File: config.mk
export PLATFORM = sky130hd
export DESIGN_NAME = riscv_core_ctrl
export DESIGN_NICKNAME = d
export VERILOG_FILES = /design/src/rtl/riscv_ctrl_pkg.sv /design/src/rtl/riscv_core_ctrl_rise_pulse.sv /design/src/rtl/riscv_core_ctrl.sv
export SDC_FILE = /design/constraint.sdc
export NUM_CORES = 1
export LEC_CHECK = 0
export ABC_AREA = 1
export ABC_CLOCK_PERIOD_IN_PS = 1650
export BUFFER_PORTS_ARGS = -buffer_cell sky130_fd_sc_hd__buf_2
export CAP_MARGIN = 20
export CELL_PAD_IN_SITES_DETAIL_PLACEMENT = 0
export CELL_PAD_IN_SITES_GLOBAL_PLACEMENT = 1
export CORE_MARGIN = 3
export CORE_UTILIZATION = 33
export DETAILED_ROUTE_END_ITERATION = 10
export HOLD_SLACK_MARGIN = 0.08
export PLACE_DENSITY_LB_ADDON = 0.3
export SLEW_MARGIN = 20
export SYNTH_ARGS = -nofsm -noshare
export SYNTH_HDL_FRONTEND = slang
export SYNTH_SLANG_ARGS = --single-unit
File: constraint.sdc
create_clock -name S_AXI_ACLK -period 1.65 [get_ports S_AXI_ACLK]
set_input_delay 0.0825 -clock S_AXI_ACLK [delete_from_list [all_inputs] [get_ports S_AXI_ACLK]]
set_output_delay 0.0825 -clock S_AXI_ACLK [all_outputs]
set_load 0.02 [all_outputs]
File: src/rtl/riscv_ctrl_pkg.sv
// Shared types and default widths for the RISC-V run controller / IMEM loader.
package riscv_ctrl_pkg;

    localparam int DATA_WIDTH_DEF      = 32;
    localparam int CNT_WIDTH_DEF       = 32;
    localparam int IMEM_ADDR_WIDTH_DEF = 8;

    typedef enum logic [1:0] {
        ST_IDLE = 2'd0,
        ST_RUN  = 2'd1,
        ST_DONE = 2'd2
    } ctrl_state_e;

endpackage

File: src/rtl/riscv_core_ctrl_rise_pulse.sv
// Rising-edge detector: previous level is registered, pulse is high on the edge cycle.
module rise_pulse (
    input  logic S_AXI_ACLK,
    input  logic S_AXI_ARESETN,
    input  logic level,
    output logic pulse
);

    logic level_q;

    always_ff @(posedge S_AXI_ACLK or negedge S_AXI_ARESETN) begin
        if (!S_AXI_ARESETN) level_q <= 1'b0;
        else                level_q <= level;
    end

    assign pulse = level & ~level_q;

endmodule

File: src/rtl/riscv_core_ctrl.sv
// Run controller and IMEM loader behind the AXI4-Lite register slave.
// Optional macro RISCV_HALT_DETECT_EN adds i_core_halt to end a run early.
module riscv_core_ctrl
    import riscv_ctrl_pkg::*;
#(
    parameter int DATA_WIDTH      = DATA_WIDTH_DEF,
    parameter int CNT_WIDTH       = CNT_WIDTH_DEF,
    parameter int IMEM_ADDR_WIDTH = IMEM_ADDR_WIDTH_DEF
) (
    input  logic                       S_AXI_ACLK,
    input  logic                       S_AXI_ARESETN,
    input  logic                       i_run,
    input  logic [CNT_WIDTH-1:0]       i_num_cycle,
    input  logic                       i_mem_reset_n,
    input  logic                       i_instruction_write,
    input  logic [31:0]                i_imem_addr,
    input  logic [DATA_WIDTH-1:0]      i_imem_wdata,
`ifdef RISCV_HALT_DETECT_EN
    input  logic                       i_core_halt,
`endif
    output logic                       o_idle,
    output logic                       o_running,
    output logic                       o_done,
    output logic                       o_core_en,
    output logic                       o_core_rst_n,
    output logic                       o_imem_we,
    output logic [IMEM_ADDR_WIDTH-1:0] o_imem_addr,
    output logic [DATA_WIDTH-1:0]      o_imem_wdata,
    output logic [CNT_WIDTH-1:0]       o_cycle_cnt
);

    ctrl_state_e          state_q, state_d;
    logic [CNT_WIDTH-1:0] cnt_q, n_q;
    logic                 start, halt, wr_edge;
    logic                 unused_addr_bits;

`ifdef RISCV_HALT_DETECT_EN
    assign halt = i_core_halt;
`else
    assign halt = 1'b0;
`endif

    // Byte-lane bits and bits above the IMEM depth are deliberately dropped.
    assign unused_addr_bits = &{1'b0, i_imem_addr[31:IMEM_ADDR_WIDTH+2], i_imem_addr[1:0]};

    rise_pulse u_wr_edge (
        .S_AXI_ACLK   (S_AXI_ACLK),
        .S_AXI_ARESETN(S_AXI_ARESETN),
        .level        (i_instruction_write),
        .pulse        (wr_edge)
    );

    always_comb begin
        state_d = state_q;
        start   = 1'b0;
        case (state_q)
            ST_IDLE: begin
                if (i_run && i_mem_reset_n) begin
                    start   = 1'b1;
                    state_d = (i_num_cycle == '0) ? ST_DONE : ST_RUN;
                end
            end
            ST_RUN: begin
                // Memory reset aborts silently and wins over expiry/halt.
                if (!i_mem_reset_n)
                    state_d = ST_IDLE;
                else if (cnt_q == n_q - CNT_WIDTH'(1) || halt)
                    state_d = ST_DONE;
            end
            ST_DONE: state_d = ST_IDLE;
            default: state_d = ST_IDLE;
        endcase
    end

    always_ff @(posedge S_AXI_ACLK or negedge S_AXI_ARESETN) begin
        if (!S_AXI_ARESETN) begin
            state_q      <= ST_IDLE;
            cnt_q        <= '0;
            n_q          <= '0;
            o_core_rst_n <= 1'b0;
            o_imem_we    <= 1'b0;
            o_imem_addr  <= '0;
            o_imem_wdata <= '0;
        end else begin
            state_q      <= state_d;
            o_core_rst_n <= i_mem_reset_n;
            if (start) begin
                cnt_q <= '0;
                n_q   <= i_num_cycle;
            end else if (state_q == ST_RUN) begin
                cnt_q <= cnt_q + CNT_WIDTH'(1);
            end
            o_imem_we <= wr_edge && (state_q == ST_IDLE);
            if (wr_edge && (state_q == ST_IDLE)) begin
                o_imem_addr  <= i_imem_addr[IMEM_ADDR_WIDTH+1:2];
                o_imem_wdata <= i_imem_wdata;
            end
        end
    end

    assign o_idle      = (state_q == ST_IDLE);
    assign o_running   = (state_q == ST_RUN);
    assign o_done      = (state_q == ST_DONE);
    assign o_core_en   = o_running;
    assign o_cycle_cnt = cnt_q;

endmodule

==> metrics.csv <==
metric;value;unit
outcome;finished with violations;
failing checks;negative setup slack;
Top FF cell, synth;dfrtp_1;
Slew Limit Fails;0;
Period Utilization, post-route;113.7;%
CTS root buf;clkbuf_16;
Max-Cap Viols;0;
post-synthesis register bit count;109;
post-route ant nets;0;
non-filler cells, final;1472;
Skew-Pair Late Insertion Delay;370;ps
Post-Route WL;21580;um
Net Sw Frac;38.48;%
Synth Area in Simple Gates;37.88;%
post-synthesis mux area share;0;%
layout net count;1341;
Register Area;0.002758;sq mm
FILL cells;1724;
mapped cell area;0.006140;sq mm
worst rel slew slack;67.44;%
FP Rows;49;
min cycle time layout;1877;ps
startpoint types;flip-flop;
Seq/Total Area, Yosys;44.43;%
setup ws final;-226.9;ps
fin area;0.01000;sq mm
die height;142.4;um
Buffers on Ports;154;
WL/cell;14.66;um
Combinational Power Share;38.2;%
post-synthesis compound-gate area fraction;6.460;%
ys async rst share;100.0;%
Setup Crit Path Kind;reg2reg;
Synth Area in Adders;0.4076;%
CTS tree;done;
Avg Cell Area, Syn;7.114;sq um
largest family of logic cells by synthesized area;simple AND/OR/NAND/NOR gates;
dpl cells;1360;
clk sink count;109;
Synth Area in XOR/XNOR;4.708;%
vias;6866;
Hold WC Path Type;in2async;
Final Skew;12.44;ps
Pre-antenna DRT Iters;5;
gr ovfl total;0;
Synth cell types;38;
gr usage total;21.34;%
ratio of cells with drive above 1 in the final layout;38.21;%
Die ar.;0.02028;sq mm
H-tree levels;3;
initial antenna violation count;0;
CP required;1900;ps
Die X-Extent;142.4;um
Max Buffers Root-to-Sink;2;
YS warnings;0;
Ant. Diodes;0;
Power Density;943.7;mW/mm^2
largest net degree at the start of global routing;42;
gpl congestion;0.9089;
P_sw;3.631;mW
Core ar.;0.01815;sq mm
Slew @ Worst Pin;488.3;ps
area grow syn2layout;62.87;%
Leak;5.242;nW
Starting DRT DRC Count;313;
Int Pwr;5.805;mW
Final Setup Violations;13;
vias per inst;4.664;
I/O Pins;179;
post-synthesis cell count;863;
Reg clk slew, reported paths;80;ps
Multi-input gate area;0.003525;sq mm
Syn Nets;966;
vias in the first global route;6927;
EDFF count, synth;0;
sequential power share;38.0;%
peak supply drop;509.2;uV
critical path fanouts, max;4;
crit path DAT;2130;ps
crit end category;flip-flop;
DRC errors left;0;
Area after DPL;0.008277;sq mm
Fin. Hold Viols;0;
clock power share;23.8;%
RSZ-0062 raised after global routing;yes;
CTS Buf Count;9;
detailed placer's ending HPWL;15850;um
Initial Util;33.83;%
first-pass GRT wire length;34560;um
fmax;532.8;MHz
## logic make-up (layout without fill, tap and decap cells)
logic type | count (synthesis) | after routing
buffers and inverters | 99 | 479
and+or+nand+nor | 548 | 548
DFF | 109 | 109
xor gates and xnor gates | 33 | 33
adders and majority gates | 2 | 2
AOI/OAI and AO/OA | 72 | 72
## power groups by stage
stage	clock network (mW)	logic, mW	registers (mW)
after floorplan	0	1.40	3.88
after global placement	0	3.19	3.54
after detailed placement	0	3.20	3.54
after CTS	2.33	3.50	3.55
after global routing	2.42	4.01	3.65
final	2.25	3.61	3.59
## layout by cell type (no fill, tap or decap), drive strengths merged, types with 13 or more instances in the layout
cell type    synthesis  routed
nand2              361     361
buf                  1     310
dfrtp              109     109
nor2               103     103
inv                 76      80
dlygate4sd3          0      75
o21ai               39      39
nand3               35      35
xor2                21      21
a21oi               19      19
nor4                14      14
nand4               13      13
nor3                13      13
## per-stage QoR
stage | TNS (ps) | utilization (%) | power, mW | hold WS (ps) | setup WS [ps]
floorplan | -144.8 | - | 5.278 | -213.1 | -77.44
global placement | -1104 | 45.61 | 6.728 | 80.91 | -243.0
detailed placement | -1553 | 45.61 | 6.734 | 85.59 | -300.1
CTS | -642.4 | 53.13 | 9.380 | 223.3 | -208.3
global route | -2815 | 55.10 | 10.09 | 272.0 | -371.8
finish | -1131 | 55.10 | 9.436 | 213.2 | -226.9
## worst max-delay path, stage by stage (launching register included)
cell and delay, ps:
dfrtp_1 450, nor2_4 170, nand2_2 80, nor2_4 190, buf_4 140, xor2_1 160, nand2_1 90, nor2_1 110
nand2_1 60, nor2_1 120, nand3_2 100, nand2_1 70, nand2_1 40
## sequential cells by signal (all words and copies together), names as in the netlist
signal	cells
o_core_rst_n	1
o_imem_addr	8
n_q	32
u_wr_edge.level_q	1
o_imem_wdata	32
o_cycle_cnt	32
state_q	2
o_imem_we	1
## per-layer routing
metal | up-vias | track usage, % | wire (um)
li1 | 3472 | - | -
met1 | 3201 | 27.80 | 9558
met2 | 168 | 36.10 | 10590
met3 | 25 | 4.234 | 1062
met4 | 0 | 6.203 | 365
met5 | - | 0 | 0
## cell type report
type	count	area share, %
Clock inverter	7	0.8008
Timing Repair Buffer	385	28.30
Tap cell	229	2.865
Clock buffer	9	2.252
Multi-Input combinational cell	655	35.25
Sequential cell	109	27.58
Inverter	78	2.953
## Yosys cell counts, drive strengths merged (3+ instances only)
library cell,n,area share (%)
nand4,13,1.3
o21bai,3,0.37
nand3b,5,0.61
nand3,35,2.9
inv,76,4.6
nand2,361,23
a21oi,19,1.5
clkbuf,20,1.2
nor2,103,7.3
o21ai,39,3.2
dfrtp,109,44
o22ai,3,0.31
nor4,14,1.7
xor2,21,3.0
xnor2,12,1.7
nor3,13,1.1
## path summary, 6_finish.rpt
kind                       slack [ps]              from  cells past startpoint          endpoint
max in group asynchronous         880     S_AXI_ARESETN                      3           n_q[22]
min reg2reg                       470  o_imem_wdata[14]                      2  o_imem_wdata[14]
min                               210     S_AXI_ARESETN                      2   o_imem_wdata[3]
min in group S_AXI_ACLK           250             i_run                      5        state_q[1]
max reg2reg                      -230            n_q[4]                     12        state_q[0]
max                              -230            n_q[4]                     12        state_q[0]
## what timing repair did
item / CTS / global route
hold endpoints to repair: 169 / 0
setup endpoints to repair: 17 / 66
setup buffers: 14 / 11
pin swaps: 16 / 29
hold buffers: 75 / 0
gates resized for setup: 50 / 97
No activity file was read; power rests on OpenSTA's default activity.
